==> src/rtl/y86_pkg.sv <==
// Shared Y86-64 encodings for the execute stage: instruction codes, ALU
// functions, condition functions, status codes and the E->M register layout.
package y86_pkg;

  localparam int DATA_W = 64;

  // Instruction codes
  localparam logic [3:0] I_HALT   = 4'h0;
  localparam logic [3:0] I_NOP    = 4'h1;
  localparam logic [3:0] I_RRMOVQ = 4'h2;
  localparam logic [3:0] I_IRMOVQ = 4'h3;
  localparam logic [3:0] I_RMMOVQ = 4'h4;
  localparam logic [3:0] I_MRMOVQ = 4'h5;
  localparam logic [3:0] I_OPQ    = 4'h6;
  localparam logic [3:0] I_JXX    = 4'h7;
  localparam logic [3:0] I_CALL   = 4'h8;
  localparam logic [3:0] I_RET    = 4'h9;
  localparam logic [3:0] I_PUSHQ  = 4'hA;
  localparam logic [3:0] I_POPQ   = 4'hB;

  // ALU functions (ifun of OPq)
  localparam logic [3:0] ALU_ADD = 4'h0;
  localparam logic [3:0] ALU_SUB = 4'h1;
  localparam logic [3:0] ALU_AND = 4'h2;
  localparam logic [3:0] ALU_XOR = 4'h3;

  // Condition functions (ifun of jXX / cmovXX)
  localparam logic [3:0] C_YES = 4'h0;
  localparam logic [3:0] C_LE  = 4'h1;
  localparam logic [3:0] C_L   = 4'h2;
  localparam logic [3:0] C_E   = 4'h3;
  localparam logic [3:0] C_NE  = 4'h4;
  localparam logic [3:0] C_GE  = 4'h5;
  localparam logic [3:0] C_G   = 4'h6;

  // Status codes
  localparam logic [1:0] STAT_AOK = 2'd0;
  localparam logic [1:0] STAT_HLT = 2'd1;
  localparam logic [1:0] STAT_ADR = 2'd2;
  localparam logic [1:0] STAT_INS = 2'd3;

  localparam logic [3:0] REG_NONE = 4'hF;

  // Condition-code register, bit order {ZF,SF,OF}
  typedef struct packed {
    logic zf;
    logic sf;
    logic of;
  } cc_t;

  localparam cc_t CC_RESET = '{zf: 1'b1, sf: 1'b0, of: 1'b0};

  // E->M pipeline register contents
  typedef struct packed {
    logic [3:0]               icode;
    logic                     cnd;
    logic signed [DATA_W-1:0] val_e;
    logic signed [DATA_W-1:0] val_a;
    logic [3:0]               dst_e;
    logic [3:0]               dst_m;
    logic [1:0]               stat;
  } em_reg_t;

  // A bubble is a nop that writes nothing and reports AOK
  function automatic em_reg_t em_bubble();
    em_reg_t b;
    b.icode = I_NOP;
    b.cnd   = 1'b0;
    b.val_e = '0;
    b.val_a = '0;
    b.dst_e = REG_NONE;
    b.dst_m = REG_NONE;
    b.stat  = STAT_AOK;
    return b;
  endfunction

endpackage

==> src/rtl/alu64.sv <==
// Combinational 64-bit Y86 ALU: computes B op A and the ZF/SF/OF flags.
// Unsupported function codes yield a zero result with OF cleared.
module alu64
  import y86_pkg::*;
(
  input  logic signed [DATA_W-1:0] a,
  input  logic signed [DATA_W-1:0] b,
  input  logic [3:0]               fun,
  output logic signed [DATA_W-1:0] result,
  output logic                     zf,
  output logic                     sf,
  output logic                     of
);

  // Operation select and overflow detection from operand/result signs
  always_comb begin
    result = '0;
    of     = 1'b0;
    case (fun)
      ALU_ADD: begin
        result = b + a;
        of     = (a[DATA_W-1] == b[DATA_W-1]) && (result[DATA_W-1] != a[DATA_W-1]);
      end
      ALU_SUB: begin
        result = b - a;
        of     = (b[DATA_W-1] != a[DATA_W-1]) && (result[DATA_W-1] != b[DATA_W-1]);
      end
      ALU_AND: result = b & a;
      ALU_XOR: result = b ^ a;
      default: result = '0;
    endcase
    zf = (result == '0);
    sf = result[DATA_W-1];
  end

endmodule

==> src/rtl/execute_stage.sv <==
// Y86-64 execute stage: operand selection, ALU, condition codes, branch /
// conditional-move evaluation and the E->M pipeline register.
module execute_stage
  import y86_pkg::*;
(
  input  logic                     clk,
  input  logic                     rst_n,
  input  logic [3:0]               E_icode,
  input  logic [3:0]               E_ifun,
  input  logic signed [DATA_W-1:0] E_valA,
  input  logic signed [DATA_W-1:0] E_valB,
  input  logic signed [DATA_W-1:0] E_valC,
  input  logic [3:0]               E_dstE,
  input  logic [3:0]               E_dstM,
  input  logic [1:0]               E_stat,
  input  logic [1:0]               m_stat,
  input  logic [1:0]               W_stat,
  input  logic                     M_bubble,
  output logic signed [DATA_W-1:0] e_valE,
  output logic [3:0]               e_dstE,
  output logic                     e_Cnd,
  output logic [3:0]               M_icode,
  output logic                     M_Cnd,
  output logic signed [DATA_W-1:0] M_valE,
  output logic signed [DATA_W-1:0] M_valA,
  output logic [3:0]               M_dstE,
  output logic [3:0]               M_dstM,
  output logic [1:0]               M_stat,
  output logic [2:0]               cc
);

  logic signed [DATA_W-1:0] alu_a;
  logic signed [DATA_W-1:0] alu_b;
  logic [3:0]               alu_fun;
  logic                     alu_zf;
  logic                     alu_sf;
  logic                     alu_of;
  logic                     set_cc;
  logic                     lt;
  cc_t                      cc_q;
  em_reg_t                  em_d;
  em_reg_t                  em_q;

  // ALU operand A: register, immediate, or stack-pointer adjustment
  always_comb begin
    alu_a = '0;
    case (E_icode)
      I_RRMOVQ, I_OPQ:             alu_a = E_valA;
      I_IRMOVQ, I_RMMOVQ, I_MRMOVQ: alu_a = E_valC;
      I_CALL, I_PUSHQ:             alu_a = -64'sd8;
      I_RET, I_POPQ:               alu_a = 64'sd8;
      default:                     alu_a = '0;
    endcase
  end

  // ALU operand B: register B for memory/stack/OPq, zero otherwise
  always_comb begin
    alu_b = '0;
    case (E_icode)
      I_RMMOVQ, I_MRMOVQ, I_OPQ, I_CALL, I_RET, I_PUSHQ, I_POPQ: alu_b = E_valB;
      default:                                                   alu_b = '0;
    endcase
  end

  // Only OPq picks its own operation; everything else adds
  assign alu_fun = (E_icode == I_OPQ) ? E_ifun : ALU_ADD;

  alu64 u_alu (
    .a      (alu_a),
    .b      (alu_b),
    .fun    (alu_fun),
    .result (e_valE),
    .zf     (alu_zf),
    .sf     (alu_sf),
    .of     (alu_of)
  );

  // Flags are committed only by a valid OPq while no older instruction has faulted
  assign set_cc = (E_icode == I_OPQ) && (E_ifun <= ALU_XOR) &&
                  (m_stat == STAT_AOK) && (W_stat == STAT_AOK);

  // Condition-code register
  always_ff @(posedge clk or negedge rst_n) begin
    if (!rst_n) begin
      cc_q <= CC_RESET;
    end else if (set_cc) begin
      cc_q <= '{zf: alu_zf, sf: alu_sf, of: alu_of};
    end
  end

  assign cc = cc_q;
  assign lt = cc_q.sf ^ cc_q.of;

  // Condition evaluation uses the flags already stored, not this cycle's ALU flags
  always_comb begin
    e_Cnd = 1'b0;
    case (E_ifun)
      C_YES:   e_Cnd = 1'b1;
      C_LE:    e_Cnd = lt | cc_q.zf;
      C_L:     e_Cnd = lt;
      C_E:     e_Cnd = cc_q.zf;
      C_NE:    e_Cnd = ~cc_q.zf;
      C_GE:    e_Cnd = ~lt;
      C_G:     e_Cnd = ~lt & ~cc_q.zf;
      default: e_Cnd = 1'b0;
    endcase
  end

  // A conditional move that fails writes no register
  assign e_dstE = ((E_icode == I_RRMOVQ) && !e_Cnd) ? REG_NONE : E_dstE;

  // Next contents of the E->M register: bubble or the executing instruction
  always_comb begin
    em_d = em_bubble();
    if (!M_bubble) begin
      em_d.icode = E_icode;
      em_d.cnd   = e_Cnd;
      em_d.val_e = e_valE;
      em_d.val_a = E_valA;
      em_d.dst_e = e_dstE;
      em_d.dst_m = E_dstM;
      em_d.stat  = E_stat;
    end
  end

  // E->M pipeline register
  always_ff @(posedge clk or negedge rst_n) begin
    if (!rst_n) begin
      em_q <= em_bubble();
    end else begin
      em_q <= em_d;
    end
  end

  assign M_icode = em_q.icode;
  assign M_Cnd   = em_q.cnd;
  assign M_valE  = em_q.val_e;
  assign M_valA  = em_q.val_a;
  assign M_dstE  = em_q.dst_e;
  assign M_dstM  = em_q.dst_m;
  assign M_stat  = em_q.stat;

endmodule

==> config.mk <==
export PLATFORM = sky130hd
export DESIGN_NAME = execute_stage
export DESIGN_NICKNAME = d
export VERILOG_FILES = /design/src/rtl/y86_pkg.sv /design/src/rtl/alu64.sv /design/src/rtl/execute_stage.sv
export SDC_FILE = /design/constraint.sdc
export NUM_CORES = 1
export LEC_CHECK = 0
export ABC_CLOCK_PERIOD_IN_PS = 6000
export BUFFER_PORTS_ARGS = -buffer_cell sky130_fd_sc_hd__clkbuf_2
export CAP_MARGIN = 20
export CORE_MARGIN = 1.5
export CORE_UTILIZATION = 35
export DETAILED_ROUTE_END_ITERATION = 10
export PLACE_DENSITY_LB_ADDON = 0.1
export SLEW_MARGIN = 15
export SYNTH_ARGS = -nofsm -noshare
export SYNTH_HDL_FRONTEND = slang
export SYNTH_HIERARCHICAL = 1
export SYNTH_SLANG_ARGS = --single-unit
==> constraint.sdc <==
create_clock -name clk -period 6 [get_ports clk]
set_input_delay 0.6 -clock clk [delete_from_list [all_inputs] [get_ports clk]]
set_output_delay 0.6 -clock clk [all_outputs]
set_load 0.03 [all_outputs]
==> impl_metrics.json, run 1 <==
{
  "floorplan.initialDensity_pct": 35.6,
  "critPathBufInv": 4,
  "syn2layout_area_growth_pct": 48.9,
  "worst_r2r_path_depth": 4,
  "fp.dieH_um": 221,
  "core_mm2": 0.0468,
  "worst_hold_path_type": "primary input to register",
  "static-leakage-power_nw": 12.3,
  "first_pass_grt_wire_length_mm": 132,
  "worst_r2r_endpoint": "M_dstE[0]",
  "netlist.area_leader.share_pct": 20.4,
  "dominantRegCellSynth": "sky130_fd_sc_hd__dfrtp_1",
  "postLayoutCoreUtil_pct": 53.0,
  "critical_path_arrival_ns": 6.34,
  "synth_area_mm2": 0.0167,
  "clock_insertion_delay_worst_skew_ns": 0.49,
  "clock_root_buffer_master": "sky130_fd_sc_hd__clkbuf_16",
  "grt_setup_unrepaired": "yes",
  "post-route-period-util_pct": 98.4,
  "clk_transition_reported_paths_ns": 0.07,
  "placement.io_buffers": 431,
  "power.share.clock_pct": 22.1,
  "crit_path_end_kind": "register",
  "timing.critical_path.slowest_stage_cell": "sky130_fd_sc_hd__or4_4",
  "routed_wire_length_per_instance_um": 23.5,
  "finalNetCount": 3511,
  "cellPowerDensity_mw_per_mm2": 217,
  "num_antenna_cells": 0,
  "crit_chain": "clkbuf_2 > nand2_1 > mux2_2 > nor2_4 > buf_12 > a22o_1 > buf_4 > ha_1 > fa_1 > nor2b_1 > o2111ai_1 > a211oi_1 > or3_1 > nor2_1 > buf_4 > xnor2_1 > o221ai_1 > or4_4 > nor4_4 > nand4_1 > nor4b_4 > nand4_1 > nor4b_2 > mux2_1",
  "min_period_ns": 5.90,
  "peakVddDrop_v": 0.000189,
  "globalRouteTotalUtil_pct": 35.3,
  "first_global_vias": 21338,
  "placed_cells_incl_taps": 3747,
  "max_clock_freq_mhz": 169,
  "number_of_buffers_inserted_during_clock_tree_synthesis": 17,
  "postRouteAntennaNets": 0,
  "vias": 21813,
  "drv.max_cap_violation_count": 0,
  "whs_path_cells": 2,
  "setup.reg_to_reg.worst_slack_ns": 4.35,
  "syn_avg_cell_area_um2": 7.44,
  "drive_above_1_share_pct": 37.6,
  "launching_point_of_the_worst_reg2reg_path": "cc[2]",
  "relSlewSlack_pct": 27.7,
  "critPathTopFamily": "simple AND/OR/NAND/NOR gates",
  "crit_type": "primary input to register",
  "crit_path_max_incr_delay_ns": 0.63,
  "number_of_antenna_violations_at_the_first_check_in_global_routing": 1,
  "placedInstanceArea_mm2": 0.0238,
  "run_status": "finished with violations",
  "finalWirelength_mm": 88.8,
  "hold_slack_ns": 0.291,
  "net-switching-power_w": 0.00240,
  "switching_part_of_the_total_power_pct": 44.6,
  "ys_warn_count": 6,
  "cell_internal_pwr_w": 0.00299,
  "dp_hpwl_mm": 74.1,
  "netlist_instances": 2239,
  "failed_checks": "DRC",
  "cts_tree": "done",
  "critPathMaxFanout": 11,
  "fp.dieArea_mm2": 0.0489,
  "timing.clock.skew_ns": 0.0102,
  "synth_area_leaders": "sky130_fd_sc_hd__dfrtp_1 (20%), sky130_fd_sc_hd__ha_1 (9.6%), sky130_fd_sc_hd__nor2b_1 (8.4%), sky130_fd_sc_hd__a21oi_1 (6.3%), sky130_fd_sc_hd__a221o_1 (4.1%)",
  "clkSinkCount": 146,
  "worst_pin_slew_ns": 1.08,
  "grt-ovfl-total": 0,
  "ys_seq_area_share_pct": 22.0,
  "critical_path_required_ns": 6.43,
  "synth-edff-count": 0,
  "row_count": 79,
  "kind_of_start_point_of_the_critical_path": "primary input",
  "synthDominantAreaCellType": "sky130_fd_sc_hd__dfrtp_1",
  "drt-initial-drc-count": 2102,
  "synth-seq-cells": 146,
  "synth_nets": 2586,
  "share_seq_of_total_power_pct": 20.2,
  "io-pin-count": 432,
  "startpoint_of_the_lowest_slack_hold_path": "E_dstM[3]",
  "grt_start_max_net_pins": 78,
  "comb_power_share_pct": 57.6,
  "final-hold-violation-count": 0,
  "design_area_mm2": 0.0248,
  "finish.cell_count_without_fillers": 3784,
  "die_width_um": 221,
  "vias_per_std_cell": 5.76,
  "cts.path.max_buffers": 2,
  "setup-violations-final": 0,
  "timing.final.max_slew_violations": 0,
  "synthArstFlopShare_pct": 100,
  "min_delay_worst_endpoint": "M_dstM[3]",
  "ctsHtreeMaxLevel": 4,
  "finalWeightedCongestion": 1.04,
  "drc": 18,
  "drt_pass_1_iters": 9,
  "synth_cell_type_count": 89
}
flip-flops by register name, indices dropped and copies added, names as in the netlist:
name / flops
cc: 3
M_stat: 2
M_dstE: 4
M_valE: 64
M_dstM: 4
M_valA: 64
M_Cnd: 1
M_icode: 4
how the worst max path moves through the flow:
stage,to,start,slack (ns),depth (start not counted)
global placement,cc[2],E_icode[2],-0.85,24
floorplan,cc[2],E_icode[2],0.12,22
detailed placement,cc[2],E_icode[2],-0.86,24
global route,e_valE[63],E_icode[1],-0.08,22
CTS,cc[2],E_icode[2],-0.003,24
finish,cc[2],E_icode[1],0.1,24
power groups by stage:
stage | clock (W) | combinational, W | sequential (W)
after floorplan | 0 | 0.00139 | 0.00128
after global placement | 0 | 0.00300 | 0.00111
after detailed placement | 0 | 0.00300 | 0.00111
after CTS | 0.00123 | 0.00303 | 0.00109
after global routing | 0.00125 | 0.00329 | 0.00110
final | 0.00119 | 0.00310 | 0.00109
per-stage QoR:
| step | setup TNS [ns] | power, W | setup slack, ns |
|---|---|---|---|
| after floorplan | 0 | 0.00267 | 0.118 |
| after CTS | -0.00314 | 0.00535 | -0.00314 |
| final | 0 | 0.00539 | 0.0968 |
| after global routing | -0.180 | 0.00564 | -0.0766 |
| after global placement | -2.13 | 0.00411 | -0.846 |
| after detailed placement | -1.84 | 0.00411 | -0.855 |
cells in the final DEF, fill, tap and decap left out, types with 10 or more instances in the layout:
cell / n
sky130_fd_sc_hd__a211oi_1: 22
sky130_fd_sc_hd__a21boi_0: 12
sky130_fd_sc_hd__dfrtp_1: 136
sky130_fd_sc_hd__nand4_1: 46
sky130_fd_sc_hd__or4_1: 10
sky130_fd_sc_hd__a211o_1: 12
sky130_fd_sc_hd__o21ai_0: 117
sky130_fd_sc_hd__dfstp_2: 10
sky130_fd_sc_hd__or3_1: 13
sky130_fd_sc_hd__o211ai_1: 34
sky130_fd_sc_hd__nand3_1: 39
sky130_fd_sc_hd__buf_12: 17
sky130_fd_sc_hd__nand2_1: 167
sky130_fd_sc_hd__a31oi_1: 19
sky130_fd_sc_hd__clkbuf_2: 428
sky130_fd_sc_hd__or2_2: 18
sky130_fd_sc_hd__inv_1: 135
sky130_fd_sc_hd__a221o_1: 67
sky130_fd_sc_hd__ha_1: 126
sky130_fd_sc_hd__and3_1: 14
sky130_fd_sc_hd__o31ai_1: 36
sky130_fd_sc_hd__mux2i_1: 13
sky130_fd_sc_hd__clkbuf_16: 17
sky130_fd_sc_hd__nor4_1: 35
sky130_fd_sc_hd__xnor2_1: 28
sky130_fd_sc_hd__nor3_1: 63
sky130_fd_sc_hd__a22oi_1: 12
sky130_fd_sc_hd__o22ai_1: 10
sky130_fd_sc_hd__nor2b_1: 222
sky130_fd_sc_hd__a21oi_1: 199
sky130_fd_sc_hd__o21a_1: 12
sky130_fd_sc_hd__o21bai_1: 15
sky130_fd_sc_hd__nand2b_1: 17
sky130_fd_sc_hd__buf_4: 603
sky130_fd_sc_hd__nor2_1: 172
sky130_fd_sc_hd__o21ai_1: 15
sky130_fd_sc_hd__a21oi_2: 11
sky130_fd_sc_hd__a21o_1: 30
synthesized netlist by cell type, types with 14 or more instances:
master	count
sky130_fd_sc_hd__a211oi_1	24
sky130_fd_sc_hd__a21o_1	30
sky130_fd_sc_hd__a21oi_1	210
sky130_fd_sc_hd__a221o_1	68
sky130_fd_sc_hd__a22oi_1	14
sky130_fd_sc_hd__a31oi_1	21
sky130_fd_sc_hd__and3_1	14
sky130_fd_sc_hd__buf_2	18
sky130_fd_sc_hd__clkbuf_1	107
sky130_fd_sc_hd__dfrtp_1	136
sky130_fd_sc_hd__ha_1	128
sky130_fd_sc_hd__inv_1	135
sky130_fd_sc_hd__nand2_1	168
sky130_fd_sc_hd__nand2b_1	17
sky130_fd_sc_hd__nand3_1	39
sky130_fd_sc_hd__nand4_1	46
sky130_fd_sc_hd__nor2_1	175
sky130_fd_sc_hd__nor2b_1	223
sky130_fd_sc_hd__nor3_1	68
sky130_fd_sc_hd__nor4_1	40
sky130_fd_sc_hd__o211ai_1	34
sky130_fd_sc_hd__o21ai_0	131
sky130_fd_sc_hd__o21bai_1	16
sky130_fd_sc_hd__o31ai_1	41
sky130_fd_sc_hd__or2_2	18
sky130_fd_sc_hd__or3_1	14
sky130_fd_sc_hd__xnor2_1	28
layout make-up:
type                            count  area (um^2)
Clock buffer                       18          439
Inverter                          138          518
Multi-Input combinational cell   1809        12200
Clock inverter                     14          189
Sequential cell                   146         3670
Fill cell                        4688        22000
Tap cell                          607          759
Timing Repair Buffer             1052         7040
worst reg2reg max path, delay by kind of cell (launching register included):
family	cells	cell delay (ns)
DFF	1	0.61
and+or+nand+nor	2	0.28
AOI/OAI and AO/OA	2	0.66
cell families after synthesis:
group,count (synthesis),share of synthesized area [%]
DFF,146,22.0
buffers and inverters,284,6.74
muxes,22,1.46
xor gates and xnor gates,31,1.63
and+or+nand+nor,865,27.1
AOI/OAI and AO/OA,761,31.2
adders and majority gates,130,9.86
per-layer routing:
metal  global-route usage, %  vias to the layer above  part of all wire (%)
met2                    58.7                     1035                    47
met4                    15.1                        0                   4.1
met1                    45.9                    10519                    42
li1                        -                    10076                     -
met5                       0                        -                     0
met3                    4.58                      183                   7.0
repair_timing:
item / in CTS / in global routing
gates resized for setup: 21 / 57
hold buffers: 1 / 0
cloned: 0 / 0
pin swaps: 1 / 15
endpoints found under the setup margin: 13 / 19
endpoints found under the hold margin: 25 / 0
setup buffers: 1 / 3
No activity file was read; power rests on OpenSTA's default activity.
==> run 2: changes to the inputs <==
--- a/config.mk
+++ b/config.mk
@@ -5,9 +5,10 @@
 export SDC_FILE = /design/constraint.sdc
 export NUM_CORES = 1
 export LEC_CHECK = 0
+export ABC_AREA = 1
 export ABC_CLOCK_PERIOD_IN_PS = 6000
 export BUFFER_PORTS_ARGS = -buffer_cell sky130_fd_sc_hd__clkbuf_2
-export CAP_MARGIN = 20
+export CAP_MARGIN = 10
 export CORE_MARGIN = 1.5
 export CORE_UTILIZATION = 35
 export DETAILED_ROUTE_END_ITERATION = 10
==> run 2 against run 1 <==
- the run now ends clean
- critical path depth down 5
- via count up 12%
- register-to-register slack better by 0.32 ns
- core utilization down 12 points
- hold slack worse by 0.19 ns
- area after synthesis up 29%
- clock skew up 0.015 ns
- setup slack better by 0.39 ns
- final cell count up 31%
- global-route usage down 5.2 points
- power down 6.5%
- non-clock buffer count down 593
==> impl_metrics.json, run 2 <==
{
  "first_global_vias": 23092,
  "crit_path_max_incr_delay_ns": 0.69,
  "final-hold-violation-count": 0,
  "number_of_buffers_inserted_during_clock_tree_synthesis": 17,
  "min_period_ns": 5.51,
  "placement.io_buffers": 431,
  "clock_root_buffer_master": "sky130_fd_sc_hd__clkbuf_16",
  "design_area_mm2": 0.0245,
  "syn_avg_cell_area_um2": 5.61,
  "static-leakage-power_nw": 14.7,
  "setup_ws_ns": 0.486,
  "synth-seq-cells": 146,
  "grt-ovfl-total": 0,
  "postRouteAntennaNets": 0,
  "setup-violations-final": 0,
  "run_status": "finished clean",
  "netlist_instances": 3820,
  "ys_warn_count": 6,
  "row_count": 90,
  "peakVddDrop_v": 0.000233,
  "die_width_um": 250,
  "ctsHtreeMaxLevel": 4,
  "finish.cell_count_without_fillers": 4965,
  "setup_total_negative_slack_ns": 0,
  "placed_cells_incl_taps": 4933,
  "core_mm2": 0.0605,
  "num_antenna_cells": 0,
  "first_pass_grt_wire_length_mm": 141,
  "clk_transition_reported_paths_ns": 0.08,
  "total_power_w": 0.00504,
  "synth_nets": 4167,
  "cts_tree": "done",
  "critical_path_required_ns": 5.40,
  "synthDominantAreaCellType": "sky130_fd_sc_hd__nand2_1",
  "launching_point_of_the_worst_reg2reg_path": "cc[2]",
  "cts.path.max_buffers": 2,
  "io-pin-count": 432,
  "clkSinkCount": 146,
  "number_of_antenna_violations_at_the_first_check_in_global_routing": 0,
  "setup.worst_path.end": "e_valE[40]",
  "finalWeightedCongestion": 1.01,
  "synth-edff-count": 0,
  "grt_setup_unrepaired": "no",
  "ys_seq_area_share_pct": 17.1,
  "finalNetCount": 4517,
  "final_cell_mix": "sky130_fd_sc_hd__nand2_1 (1,081), sky130_fd_sc_hd__inv_1 (860), sky130_fd_sc_hd__clkbuf_2 (429)",
  "worst_pin_slew_ns": 0.980,
  "critPathMaxFanout": 18,
  "crit_start": "E_icode[0]",
  "synthArstFlopShare_pct": 100,
  "clock_insertion_delay_worst_skew_ns": 0.50,
  "timing.clock.skew_ns": 0.0256,
  "post-route-period-util_pct": 91.9,
  "worst_r2r_path_depth": 6,
  "setup_slack_placement_ns": 0.572,
  "floorplan.initialDensity_pct": 35.5,
  "drt-initial-drc-count": 2241,
  "crit_type": "primary input to output port",
  "grt_start_max_net_pins": 78,
  "ys_top_cells_by_count": "sky130_fd_sc_hd__nand2_1 (1,082), sky130_fd_sc_hd__inv_1 (860), sky130_fd_sc_hd__nor2_1 (422)",
  "dp_hpwl_mm": 81.8,
  "synth_area_mm2": 0.0214,
  "kind_of_start_point_of_the_critical_path": "primary input",
  "synth_cell_type_count": 50,
  "globalRouteTotalUtil_pct": 30.2,
  "timing.final.max_slew_violations": 0,
  "synth_area_leaders": "sky130_fd_sc_hd__nand2_1 (19%), sky130_fd_sc_hd__dfrtp_1 (16%), sky130_fd_sc_hd__inv_1 (15%), sky130_fd_sc_hd__nand3_1 (7.8%), sky130_fd_sc_hd__ha_1 (7.5%)",
  "relSlewSlack_pct": 34.4,
  "cellPowerDensity_mw_per_mm2": 205,
  "drive_above_1_share_pct": 19.9,
  "fp.dieArea_mm2": 0.0627,
  "cpMostUsedCell": "sky130_fd_sc_hd__inv_1",
  "postCtsHoldBufs": 0,
  "layout_commonest_cell": "sky130_fd_sc_hd__nand2_1",
  "setup.reg_to_reg.worst_slack_ns": 4.67,
  "fp.dieH_um": 250,
  "drc": 0,
  "worst_hold_path_type": "primary input to async pin",
  "timing.critical_path.slowest_stage_cell": "sky130_fd_sc_hd__ha_1",
  "drt_pass_1_iters": 6,
  "critical_path_arrival_ns": 4.91,
  "post-cts-setup-buffer-count": 0,
  "layout.filler_cells": 7005,
  "max_clock_freq_mhz": 181,
  "dominantRegCellSynth": "sky130_fd_sc_hd__dfrtp_1",
  "worst_r2r_endpoint": "M_dstE[1]",
  "netlist.area_leader.share_pct": 18.9,
  "crit_path_end_kind": "output port",
  "drv.max_cap_violation_count": 0,
  "finalWirelength_mm": 95.6,
  "routed_wire_length_per_instance_um": 19.3,
  "vias": 24505,
  "synth_most_common_cell": "sky130_fd_sc_hd__nand2_1",
  "vias_per_std_cell": 4.94,
  "cts_resized": 0,
  "syn2layout_area_growth_pct": 14.5,
  "crit_chain": "clkbuf_2 > inv_1 > nand3_2 > buf_4 > o211ai_1 > inv_1 > ha_1 > nand2_2 > nor2_2 > nand2_1 > nor2_1 > nand2_1 > nand3_1 > inv_1 > o21ai_1 > a21oi_1 > o21ai_0 > nand3b_1 > clkbuf_2",
  "placedInstanceArea_mm2": 0.0240
}
run 2: logic make-up (layout without fill, tap and decap cells):
family / count (synthesis) / in the layout / share of synthesized area, %
AND/OR/NAND/NOR: 2166 / 2166 / 45.7
buffers and inverters: 1069 / 1432 / 20.7
AO/OA/AOI/OAI: 307 / 307 / 8.70
flip-flops: 146 / 146 / 17.1
adder cells (fa/ha/maj): 130 / 130 / 7.66
XOR/XNOR: 2 / 2 / 0.0817
run 2: worst min path at each step:
stage	from	end	slack, ns	cells after the start
after floorplan	rst_n	M_Cnd	0.30	0
after global placement	cc[1]	cc[1]	0.54	2
after detailed placement	cc[2]	cc[2]	0.55	2
after CTS	rst_n	M_valA[11]	0.11	1
after global routing	rst_n	M_valA[11]	0.14	1
final	rst_n	M_valA[11]	0.1	1
run 2: worst max-delay path: cells and delay by family:
| kind | cells | cell delay, ns |
|---|---|---|
| compound gates | 4 | 0.80 |
| fa+ha+maj | 1 | 0.69 |
| buf+inv | 6 | 1.08 |
| simple gates | 8 | 1.72 |
run 2: area by class of cell:
| cell class | count | area, um^2 | share of cell area [%] |
|---|---|---|---|
| Tap cell | 782 | 978 | 3.99 |
| Clock buffer | 20 | 457 | 1.86 |
| Sequential cell | 146 | 3670 | 14.9 |
| Multi-Input combinational cell | 2605 | 13300 | 54.3 |
| Clock inverter | 12 | 120 | 0.489 |
| Timing Repair Buffer | 459 | 2450 | 9.98 |
| Inverter | 941 | 3540 | 14.4 |
run 2: metrics by stage:
stage	hold WS (ns)	util [%]
after floorplan	0.304	-
after global placement	0.539	39.6
after detailed placement	0.547	39.6
after CTS	0.109	40.6
after global routing	0.144	40.6
final	0.0973	40.6
run 2: metal layers:
metal / up-vias / track usage [%] / share of wire [%]
met2: 989 / 45.9 / 42
met4: 0 / 10.4 / 3.1
met1: 11183 / 43.1 / 47
met3: 132 / 4.48 / 8.0
met5: - / 0 / 0
li1: 12201 / - / -
run 2: power by group:
part	switching, W	total (W)	internal [W]
registers	0.0000210	0.00108	0.00106
clock network	0.000544	0.00114	0.000600
logic	0.00207	0.00281	0.000738
total	0.00264	0.00504	0.00240
==> run 3: changes to the inputs <==
==> constraint.sdc (replaced) <==
create_clock -name clk -period 6 [get_ports clk]
set_input_delay 0.6 -clock clk [delete_from_list [all_inputs] [get_ports clk]]
set_output_delay 0.6 -clock clk [all_outputs]
set_load 0.01 [all_outputs]
==> run 3 against run 2 <==
- critical path depth is 3 higher
- core utilization is 0.079 points higher
- clock-buffer cell count is 2 lower
- die area stayed put
- sequential cell count stayed put
- critical endpoint is now e_valE[38]
==> impl_metrics.json, run 3 (synthesized netlist as in run 2, its figures left out) <==
{
  "core_mm2": 0.0605,
  "postRouteAntennaNets": 0,
  "max_clock_freq_mhz": 198,
  "vias_per_std_cell": 4.95,
  "drc": 0,
  "critical_path_required_ns": 5.40,
  "crit_type": "primary input to output port",
  "finalNetCount": 4517,
  "setup_total_negative_slack_ns": 0,
  "worst_pin_slew_ns": 0.950,
  "relSlewSlack_pct": 36.4,
  "floorplan.initialDensity_pct": 35.5,
  "routed_wire_length_per_instance_um": 19.4,
  "globalRouteTotalUtil_pct": 30.5,
  "placedInstanceArea_mm2": 0.0240,
  "number_of_buffers_inserted_during_clock_tree_synthesis": 17,
  "crit_path_end_kind": "output port",
  "clkSinkCount": 146,
  "grt_setup_unrepaired": "no",
  "placement.io_buffers": 431,
  "drive_above_1_share_pct": 19.9,
  "syn2layout_area_growth_pct": 14.7,
  "sequential_cell_area_mm2": 0.00367,
  "critical_path_arrival_ns": 4.46,
  "peakVddDrop_v": 0.000223,
  "drt_pass_1_iters": 6,
  "hold_slack_ns": 0.303,
  "finalWeightedCongestion": 0.983,
  "finalWirelength_mm": 96.5,
  "io-pin-count": 432,
  "crit_path_max_incr_delay_ns": 0.65,
  "min_period_ns": 5.06,
  "first_pass_grt_wire_length_mm": 143,
  "static-leakage-power_nw": 14.8,
  "clock_root_buffer_master": "sky130_fd_sc_hd__clkbuf_16",
  "run_status": "finished clean",
  "cts.path.max_buffers": 2,
  "grt-ovfl-total": 0,
  "layout_commonest_cell": "sky130_fd_sc_hd__nand2_1",
  "drt-initial-drc-count": 2151,
  "final-hold-violation-count": 0,
  "final_cell_mix": "sky130_fd_sc_hd__nand2_1 (1,081), sky130_fd_sc_hd__inv_1 (860), sky130_fd_sc_hd__clkbuf_2 (429)",
  "fp.dieArea_mm2": 0.0627,
  "critPathMaxFanout": 60,
  "clk_transition_reported_paths_ns": 0.09,
  "design_area_mm2": 0.0246,
  "drv.max_cap_violation_count": 0,
  "cpMostUsedCell": "sky130_fd_sc_hd__nand2_1",
  "dp_hpwl_mm": 82.0,
  "kind_of_start_point_of_the_critical_path": "primary input",
  "post-route-period-util_pct": 84.3,
  "cts_tree": "done",
  "timing.critical_path.slowest_stage_cell": "sky130_fd_sc_hd__ha_1",
  "multiInputGateArea_mm2": 0.0133,
  "grt_start_max_net_pins": 102,
  "number_of_antenna_violations_at_the_first_check_in_global_routing": 2,
  "worst_hold_path_type": "primary input to register",
  "crit_chain": "clkbuf_2 > inv_2 > nor2_1 > nand2_2 > buf_12 > o211ai_1 > inv_1 > ha_1 > nand2_2 > nor2_2 > nand2_1 > nor2_1 > nand2_1 > nand3_1 > nand2_1 > nand2_1 > nand2_1 > nand2_1 > o21ai_1 > nor2_1 > inv_1 > clkbuf_2",
  "timing.clock.skew_ns": 0.00896,
  "ctsHtreeMaxLevel": 4,
  "layout.filler_cells": 6942,
  "postLayoutCoreUtil_pct": 40.7,
  "die_width_um": 250,
  "vias": 24579,
  "cellPowerDensity_mw_per_mm2": 197,
  "critPathBufInv": 6,
  "timing.final.max_slew_violations": 0,
  "first_global_vias": 23147,
  "setup-violations-final": 0,
  "clock_insertion_delay_worst_skew_ns": 0.48,
  "critPathTopFamily": "simple AND/OR/NAND/NOR gates",
  "fp.dieH_um": 250,
  "row_count": 90
}
run 3: tightest hold or removal path: stages:
cell and delay, ns:
sky130_fd_sc_hd__clkbuf_2 0.08, sky130_fd_sc_hd__inv_1 0.06, sky130_fd_sc_hd__nor2_1 0.04
run 3: final timing paths:
kind	to	slack, ns	depth (start not counted)	start
max	e_valE[38]	0.94	22	E_icode[3]
min	M_valA[10]	0.30	3	E_valA[10]
max reg2reg	M_dstE[1]	4.66	6	cc[2]
min reg2reg	cc[2]	0.54	2	cc[2]
max in group asynchronous	M_valE[54]	4.41	3	rst_n
min in group asynchronous	M_valA[20]	0.59	2	rst_n
run 3: metrics by stage:
stage	total power [W]	setup WS, ns	std cells
2_1_floorplan	0.00277	2.34	3820
3_3_place_gp	0.00362	0.871	4932
3_5_place_dp	0.00362	0.929	4932
4_1_cts	0.00484	1.05	4965
5_1_grt	0.00516	0.731	4966
6_report	0.00485	0.944	4966
run 3: where the power goes:
| group | switching, W | total (W) | internal, W | leakage [nW] |
|---|---|---|---|---|
| Sequential | 0.0000209 | 0.00108 | 0.00106 | 1.88 |
| Combinational | 0.00183 | 0.00257 | 0.000742 | 12.6 |
| Clock | 0.000558 | 0.00120 | 0.000640 | 0.298 |
run 3: layout make-up:
| type | instances | area share [%] |
|---|---|---|
| inverter | 941 | 14.4 |
| timing repair buffer | 459 | 10.0 |
| clock buffer | 18 | 1.79 |
| clock inverter | 14 | 0.682 |
| sequential | 146 | 14.9 |
| antenna | 1 | 0.0102 |
| tap | 782 | 3.98 |
| multi-input combinational | 2605 | 54.2 |
run 3: repair_timing:
action                                 in CTS  in global routing
endpoints found under the hold margin       1                  0
gates resized for setup                     0                  0
hold buffers                                1                  0
buffers inserted                            0                  0
run 3: metal layers:
metal / global-route usage [%] / routed length [um]
met2: 45.3 / 40100
met1: 44.2 / 45500
met3: 4.87 / 7690
met5: 0 / 0
met4: 11.1 / 3190
